<file path="config.mk">
export PLATFORM = sky130hd
export DESIGN_NAME = mac_pipe
export DESIGN_NICKNAME = d
export VERILOG_FILES = /design/src/rtl/mac_pipe.sv
export SDC_FILE = /design/constraint.sdc
export NUM_CORES = 1
export LEC_CHECK = 0
export CAP_MARGIN = 20
export CORE_UTILIZATION = 50
export DETAILED_ROUTE_END_ITERATION = 16
export PLACE_DENSITY = 0.79
export SYNTH_ARGS = -nofsm -noshare
export SYNTH_HDL_FRONTEND = slang
export SYNTH_SLANG_ARGS = --single-unit
</file>
<file path="constraint.sdc">
create_clock -name clk -period 6.4 [get_ports clk]
set_clock_uncertainty 0.05 [all_clocks]
set_input_delay 1.28 -clock clk [delete_from_list [all_inputs] [get_ports clk]]
set_output_delay 1.28 -clock clk [all_outputs]
set_load 0.03 [all_outputs]
</file>
<file path="src/rtl/mac_pipe.sv">
// Multi-lane signed multiply-accumulate engine with a shared, multi-cycle operand load port.
// A one-hot instruction stream is gated by structural and RAW hazard checks.
module mac_pipe #(
   parameter int DATA_W     = 8,
   parameter int ACC_W      = 20,
   parameter int LANES      = 4,
   parameter int MUL_STAGES = 2,
   parameter int LOAD_CYC   = 2
) (
   input  logic                      clk,
   input  logic                      rst_n,
   input  logic [7:0]                inst,
   input  logic                      inst_valid,
   output logic                      inst_ready,
   input  logic [LANES*DATA_W-1:0]   data_in,
   input  logic [LANES*DATA_W-1:0]   coeff_in,
   output logic [LANES*ACC_W-1:0]    wr_data,
   output logic                      wr_valid,
   output logic                      err,
   output logic [15:0]               stall_cnt
);
   localparam int PW = 2 * DATA_W;
   localparam int CW = (LOAD_CYC > 1) ? $clog2(LOAD_CYC) : 1;

   logic is_nop, is_ldd, is_ldc, is_ld, is_mac, is_wr, is_ill;
   logic accept, ld_busy, mac_busy, mac_go, wr_go, ld_commit, ld_tgt_coeff, acc_en;
   logic [CW-1:0]         ld_cnt_q, ld_cnt_d;
   logic                  ld_coeff_q, ld_coeff_d;
   logic [MUL_STAGES-1:0] pv_q, pv_d;
   logic                  err_q, err_d, wr_valid_q, wr_valid_d;
   logic [15:0]           stall_cnt_q, stall_cnt_d;

   assign is_nop = (inst == 8'h01);
   assign is_ldd = (inst == 8'h02);
   assign is_ldc = (inst == 8'h04);
   assign is_mac = (inst == 8'h18);
   assign is_wr  = (inst == 8'h20);
   assign is_ld  = is_ldd | is_ldc;
   assign is_ill = ~(is_nop | is_ld | is_mac | is_wr);

   assign ld_busy  = (ld_cnt_q != '0);
   assign mac_busy = |pv_q;
   assign accept   = inst_valid & inst_ready;
   assign mac_go   = accept & is_mac;
   assign wr_go    = accept & is_wr;
   assign acc_en   = pv_q[MUL_STAGES-1];

   // Loads and MACs both wait on the load port; WRITE waits for the MAC pipe to drain.
   always_comb begin
      inst_ready = 1'b0;
      if (rst_n) begin
         if (is_ld || is_mac) inst_ready = ~ld_busy;
         else if (is_wr)      inst_ready = ~mac_busy;
         else                 inst_ready = 1'b1;
      end
   end

   always_comb begin
      ld_cnt_d     = ld_cnt_q;
      ld_coeff_d   = ld_coeff_q;
      ld_commit    = 1'b0;
      ld_tgt_coeff = ld_coeff_q;
      if (LOAD_CYC == 1) begin
         ld_commit    = accept & is_ld;
         ld_tgt_coeff = is_ldc;
      end else begin
         if (ld_busy) begin
            ld_cnt_d  = ld_cnt_q - 1'b1;
            ld_commit = (ld_cnt_q == CW'(1));
         end
         if (accept && is_ld) begin
            ld_cnt_d   = CW'(LOAD_CYC - 1);
            ld_coeff_d = is_ldc;
         end
      end
      pv_d        = (pv_q << 1) | MUL_STAGES'(mac_go);
      err_d       = accept & is_ill;
      wr_valid_d  = wr_go;
      stall_cnt_d = stall_cnt_q;
      if (inst_valid && !inst_ready && stall_cnt_q != 16'hFFFF)
         stall_cnt_d = stall_cnt_q + 16'd1;
   end

   always_ff @(posedge clk or negedge rst_n) begin
      if (!rst_n) begin
         ld_cnt_q    <= '0;
         ld_coeff_q  <= 1'b0;
         pv_q        <= '0;
         err_q       <= 1'b0;
         wr_valid_q  <= 1'b0;
         stall_cnt_q <= '0;
      end else begin
         ld_cnt_q    <= ld_cnt_d;
         ld_coeff_q  <= ld_coeff_d;
         pv_q        <= pv_d;
         err_q       <= err_d;
         wr_valid_q  <= wr_valid_d;
         stall_cnt_q <= stall_cnt_d;
      end
   end

   assign err       = err_q;
   assign wr_valid  = wr_valid_q;
   assign stall_cnt = stall_cnt_q;

   for (genvar gi = 0; gi < LANES; gi++) begin : g_lane
      logic signed [DATA_W-1:0] din, cin, src;
      logic signed [DATA_W-1:0] buf_q, buf_d, data_q, data_d, coeff_q, coeff_d;
      logic signed [PW-1:0]     prod;
      logic signed [PW-1:0]     pp_q [MUL_STAGES];
      logic signed [PW-1:0]     pp_d [MUL_STAGES];
      logic signed [ACC_W-1:0]  ext, acc_q, acc_d, wr_q, wr_d;

      assign din  = data_in[gi*DATA_W +: DATA_W];
      assign cin  = coeff_in[gi*DATA_W +: DATA_W];
      assign prod = data_q * coeff_q;
      assign ext  = pp_q[MUL_STAGES-1];

      always_comb begin
         buf_d = buf_q;
         if (accept && is_ld) buf_d = is_ldc ? cin : din;
         // A single-cycle load commits the operand sampled on the same edge.
         src     = (LOAD_CYC == 1) ? buf_d : buf_q;
         data_d  = data_q;
         coeff_d = coeff_q;
         if (ld_commit) begin
            if (ld_tgt_coeff) coeff_d = src;
            else              data_d  = src;
         end
         pp_d[0] = prod;
         for (int s = 1; s < MUL_STAGES; s++) pp_d[s] = pp_q[s-1];
         acc_d = acc_q;
         if (acc_en) acc_d = acc_q + ext;
         if (wr_go)  acc_d = '0;
         wr_d = wr_go ? acc_q : wr_q;
      end

      always_ff @(posedge clk or negedge rst_n) begin
         if (!rst_n) begin
            buf_q   <= '0;
            data_q  <= '0;
            coeff_q <= '0;
            acc_q   <= '0;
            wr_q    <= '0;
            for (int s = 0; s < MUL_STAGES; s++) pp_q[s] <= '0;
         end else begin
            buf_q   <= buf_d;
            data_q  <= data_d;
            coeff_q <= coeff_d;
            acc_q   <= acc_d;
            wr_q    <= wr_d;
            for (int s = 0; s < MUL_STAGES; s++) pp_q[s] <= pp_d[s];
         end
      end

      assign wr_data[gi*ACC_W +: ACC_W] = wr_q;
   end
endmodule

</file>
==> impl_metrics.env <==
export IMPL_outcome="completed"
export IMPL_switchingPower_mw=1.52
export IMPL_critPathTopFamily="adder cells"
export IMPL_hold_viol=0
export IMPL_place_congestion=0.873
export IMPL_dieArea_um2=56800
export IMPL_yosysWarningCount=0
export IMPL_pwr_density_cell_nw_per_um2=190
export IMPL_synth_nets=3245
export IMPL_path_class="flip-flop to flip-flop"
export IMPL_dp_hpwl_um=44400
export IMPL_synth_async_reset_ratio=1.00
export IMPL_r2r_end="g_lane[2].pp_d[15]$_DFF_PN0_"
export IMPL_max_freq_mhz=198
export IMPL_seq_area_um2=10200
export IMPL_p_leak_nw=16.3
export IMPL_path_buf_inv=4
export IMPL_cts_tree="done"
export IMPL_clockBufferDepth=3
export IMPL_worstPathArrival_ns=5.48
export IMPL_reg2reg_from="g_lane[2].coeff_q[2]$_DFFE_PN0P_"
export IMPL_synth_cell_types=74
export IMPL_clockRootBuffer="clkbuf_16"
export IMPL_portBuffers=173
export IMPL_post_drt_wl_per_cell_um=16.2
export IMPL_firstDrtPassIters=5
export IMPL_grt_pass1_vias=20700
export IMPL_cts_resized_gates=0
export IMPL_start_util=0.506
export IMPL_drc=0
export IMPL_worstSetupEndpoint="g_lane[2].pp_d[15]$_DFF_PN0_"
export IMPL_syn_inst=2753
export IMPL_syn_area_per_cell_um2=10.1
export IMPL_vias_per_cell=5.29
export IMPL_antenna_found_initial=0
export IMPL_required_ns=6.82
export IMPL_finalCritPeriodShare=0.791
export IMPL_cpMaxStageDelayCell="a2111oi_0"
export IMPL_grt_max_degree=105
export IMPL_hold_buffers=0
export IMPL_netlist_area_um2=27900
export IMPL_ys_seq_area_frac=0.364
export IMPL_p_sw_frac=0.250
export IMPL_relSlewSlack=0.345
export IMPL_cts_max_level=2
export IMPL_drive_gt1_frac=0.0847
export IMPL_ir_drop_v=0.000190
export IMPL_tightestPinTransition_ns=0.982
export IMPL_cp_slowest_stage_delay_ns=0.62
export IMPL_clock_latency_ns=0.60
export IMPL_final_nets=3416
export IMPL_ios=174
export IMPL_grt_overflow=0
export IMPL_synth_seq_cells=406
export IMPL_critPathCaptureType="flip-flop"
export IMPL_num_rows=86
export IMPL_synthToLayoutAreaGrowth_pct=15.0
export IMPL_period_minus_slack_ns=5.06
export IMPL_cp_start_kind="flip-flop"
export IMPL_routed_wl_um=60200
export IMPL_cts_sinks=406
export IMPL_num_vias=19600
export IMPL_combPwrFrac=0.088
export IMPL_dpl_worst_slack_ns=1.46
export IMPL_drt_iter0_drc=1182
export IMPL_layout_common_cells="439 x nand2_1, 405 x dfrtp_1, 356 x inv_1"
export IMPL_ant_nets=0
export IMPL_r2r_slack_ns=1.34
export IMPL_whs_ns=0.292
export IMPL_tns_ns=0
export IMPL_core_um2=55200
export IMPL_fin_area_um2=32100
export IMPL_seqPwrFrac=0.450
export IMPL_ff2ff_path_depth=17
export IMPL_crit_path_start="g_lane[2].coeff_q[2]$_DFFE_PN0P_"
export IMPL_slew_violations=0
export IMPL_cp_num_cells=17
export IMPL_synth_edf_count=0
export IMPL_placed_area_um2=30500
export IMPL_crit_path_cell_trace="and2_1 -> fa_1 -> inv_1 -> fa_1 -> inv_1 -> fa_1 -> inv_1 -> fa_1 -> inv_1 -> ha_1 -> nand2_1 -> o21ai_0 -> nor4_1 -> nor3_1 -> a2111oi_0 -> a21oi_1 -> xnor2_1"
export IMPL_dieHeight_um=238
export IMPL_power_mw=6.11
export IMPL_grt_setup_unrepaired="no"
export IMPL_path_max_fanout=9
export IMPL_final_common_cell="nand2_1"
export IMPL_track_usage=0.221
export IMPL_p_clk_frac=0.461
export IMPL_die_w_um=238
export IMPL_worstHoldPathType="flip-flop to flip-flop"
export IMPL_diodes=0
export IMPL_fillerInstances=4637
export IMPL_setup_ws_ns=1.34
export IMPL_clk_pin_slew_ns=0.06
export IMPL_cts_buffers=46
export IMPL_drv_cap=0
export IMPL_grt_pass1_wl_um=102000
export IMPL_setup_viol=0
export IMPL_postCtsSetupBuffers=0
export IMPL_multiInputGateArea_um2=16200
export IMPL_power_internal_mw=4.58
export IMPL_synth_top_flop_cell="dfrtp_1"
[registers in the layout (all words and copies together), names as in the netlist]
name,flops
ld_busy,1
g_lane.pp_d,64
g_lane.data_q,32
g_lane.ext,64
g_lane.acc_q,80
g_lane.coeff_q,32
ld_coeff_q,1
pv_q,2
g_lane.buf_q,32
stall_cnt,16
g_lane.wr_q,80
err,1
wr_valid,1
[worst reg2reg max path: cells and delay by family, from the launching register on]
family                     cells  cell delay, ns
DFF                            1            0.47
AOI/OAI and AO/OA              3            0.93
adders and majority gates      5            2.34
xor gates and xnor gates       1            0.17
buffers and inverters          4            0.21
and+or+nand+nor                4            0.77
[power by group through the flow]
stage | Sequential [mW] | Combinational [mW] | Clock (mW)
finish | 2.75 | 0.540 | 2.82
CTS | 2.75 | 0.545 | 2.88
global placement | 2.79 | 0.525 | 0
floorplan | 2.84 | 0.239 | 0
detailed placement | 2.79 | 0.542 | 0
global route | 2.76 | 0.596 | 2.99
[Yosys cell counts, drive strengths merged (4+ instances only)]
cell     instances  area share
nand2          439       0.059
dfrtp          406        0.36
inv            358       0.048
fa             224        0.16
ha             193       0.086
and2           169       0.038
mux2           134       0.058
xnor2           95       0.030
o21ai           88       0.016
nor2            81       0.011
a21oi           79       0.014
clkbuf          43      0.0058
nor2b           40      0.0090
nand3           39      0.0072
o22ai           34      0.0076
nor3            33      0.0059
xor2            31      0.0097
a211oi          24      0.0064
nand2b          24      0.0054
and3            22      0.0049
buf             22      0.0046
a21o            17      0.0046
o21a            15      0.0040
a31oi           13      0.0031
nand4           12      0.0027
o211ai           9      0.0024
a21boi           8      0.0023
or3              8      0.0018
nor3b            7      0.0019
o21bai           7      0.0019
a31o             6      0.0019
mux2i            6      0.0021
a2111oi          5      0.0016
a211o            5      0.0016
nor4             5      0.0011
o31ai            5      0.0013
a2bb2oi          4      0.0013
or4              4      0.0011
[cells by family (layout without fill, tap and decap cells)]
logic type | after synthesis | after routing | synth area share
multiplexers | 140 | 140 | 0.0601
XOR/XNOR | 126 | 126 | 0.0395
adder cells (fa/ha/maj) | 417 | 417 | 0.247
buffers and inverters | 423 | 632 | 0.0584
AND/OR/NAND/NOR | 897 | 897 | 0.153
flip-flops | 406 | 406 | 0.364
AO/OA/AOI/OAI | 344 | 344 | 0.0782
[through the flow]
| stage | cells | utilization |
|---|---|---|
| 2_1_floorplan | 2753 | - |
| 3_3_place_gp | 3623 | 0.552 |
| 3_5_place_dp | 3624 | 0.552 |
| 4_1_cts | 3710 | 0.582 |
| 5_1_grt | 3710 | 0.582 |
| 6_report | 3710 | 0.582 |
[final cells by class]
class / instances / area share
clock buffer: 59 / 0.0402
clock inverter: 27 / 0.0110
inverter: 358 / 0.0418
multi-input combinational: 1924 / 0.503
sequential: 406 / 0.316
tap: 748 / 0.0291
timing repair buffer: 188 / 0.0583
[per-layer routing]
| layer | GRT usage | vias to the layer above | part of all wire |
|---|---|---|---|
| li1 | - | 9315 | - |
| met1 | 0.289 | 9716 | 0.43 |
| met2 | 0.372 | 480 | 0.48 |
| met3 | 0.0338 | 125 | 0.053 |
| met4 | 0.0826 | 0 | 0.033 |
| met5 | 0 | - | 0 |
[how the worst min path moves through the flow]
stage	start	endpoint	slack [ns]	cells after the start
after CTS	g_lane[2].pp_d[3]$_DFF_PN0_	g_lane[2].ext[3]$_DFF_PN0_	0.29	0
after global routing	g_lane[1].pp_d[1]$_DFF_PN0_	g_lane[1].ext[1]$_DFF_PN0_	0.30	0
after global placement	g_lane[1].pp_d[5]$_DFF_PN0_	g_lane[1].ext[5]$_DFF_PN0_	0.28	0
after floorplan	g_lane[0].pp_d[0]$_DFF_PN0_	g_lane[0].ext[0]$_DFF_PN0_	0.28	0
final	g_lane[3].pp_d[6]$_DFF_PN0_	g_lane[3].ext[6]$_DFF_PN0_	0.29	0
after detailed placement	g_lane[0].pp_d[11]$_DFF_PN0_	g_lane[0].ext[11]$_DFF_PN0_	0.28	0
Note: power is estimated with default switching activity, not from simulation.
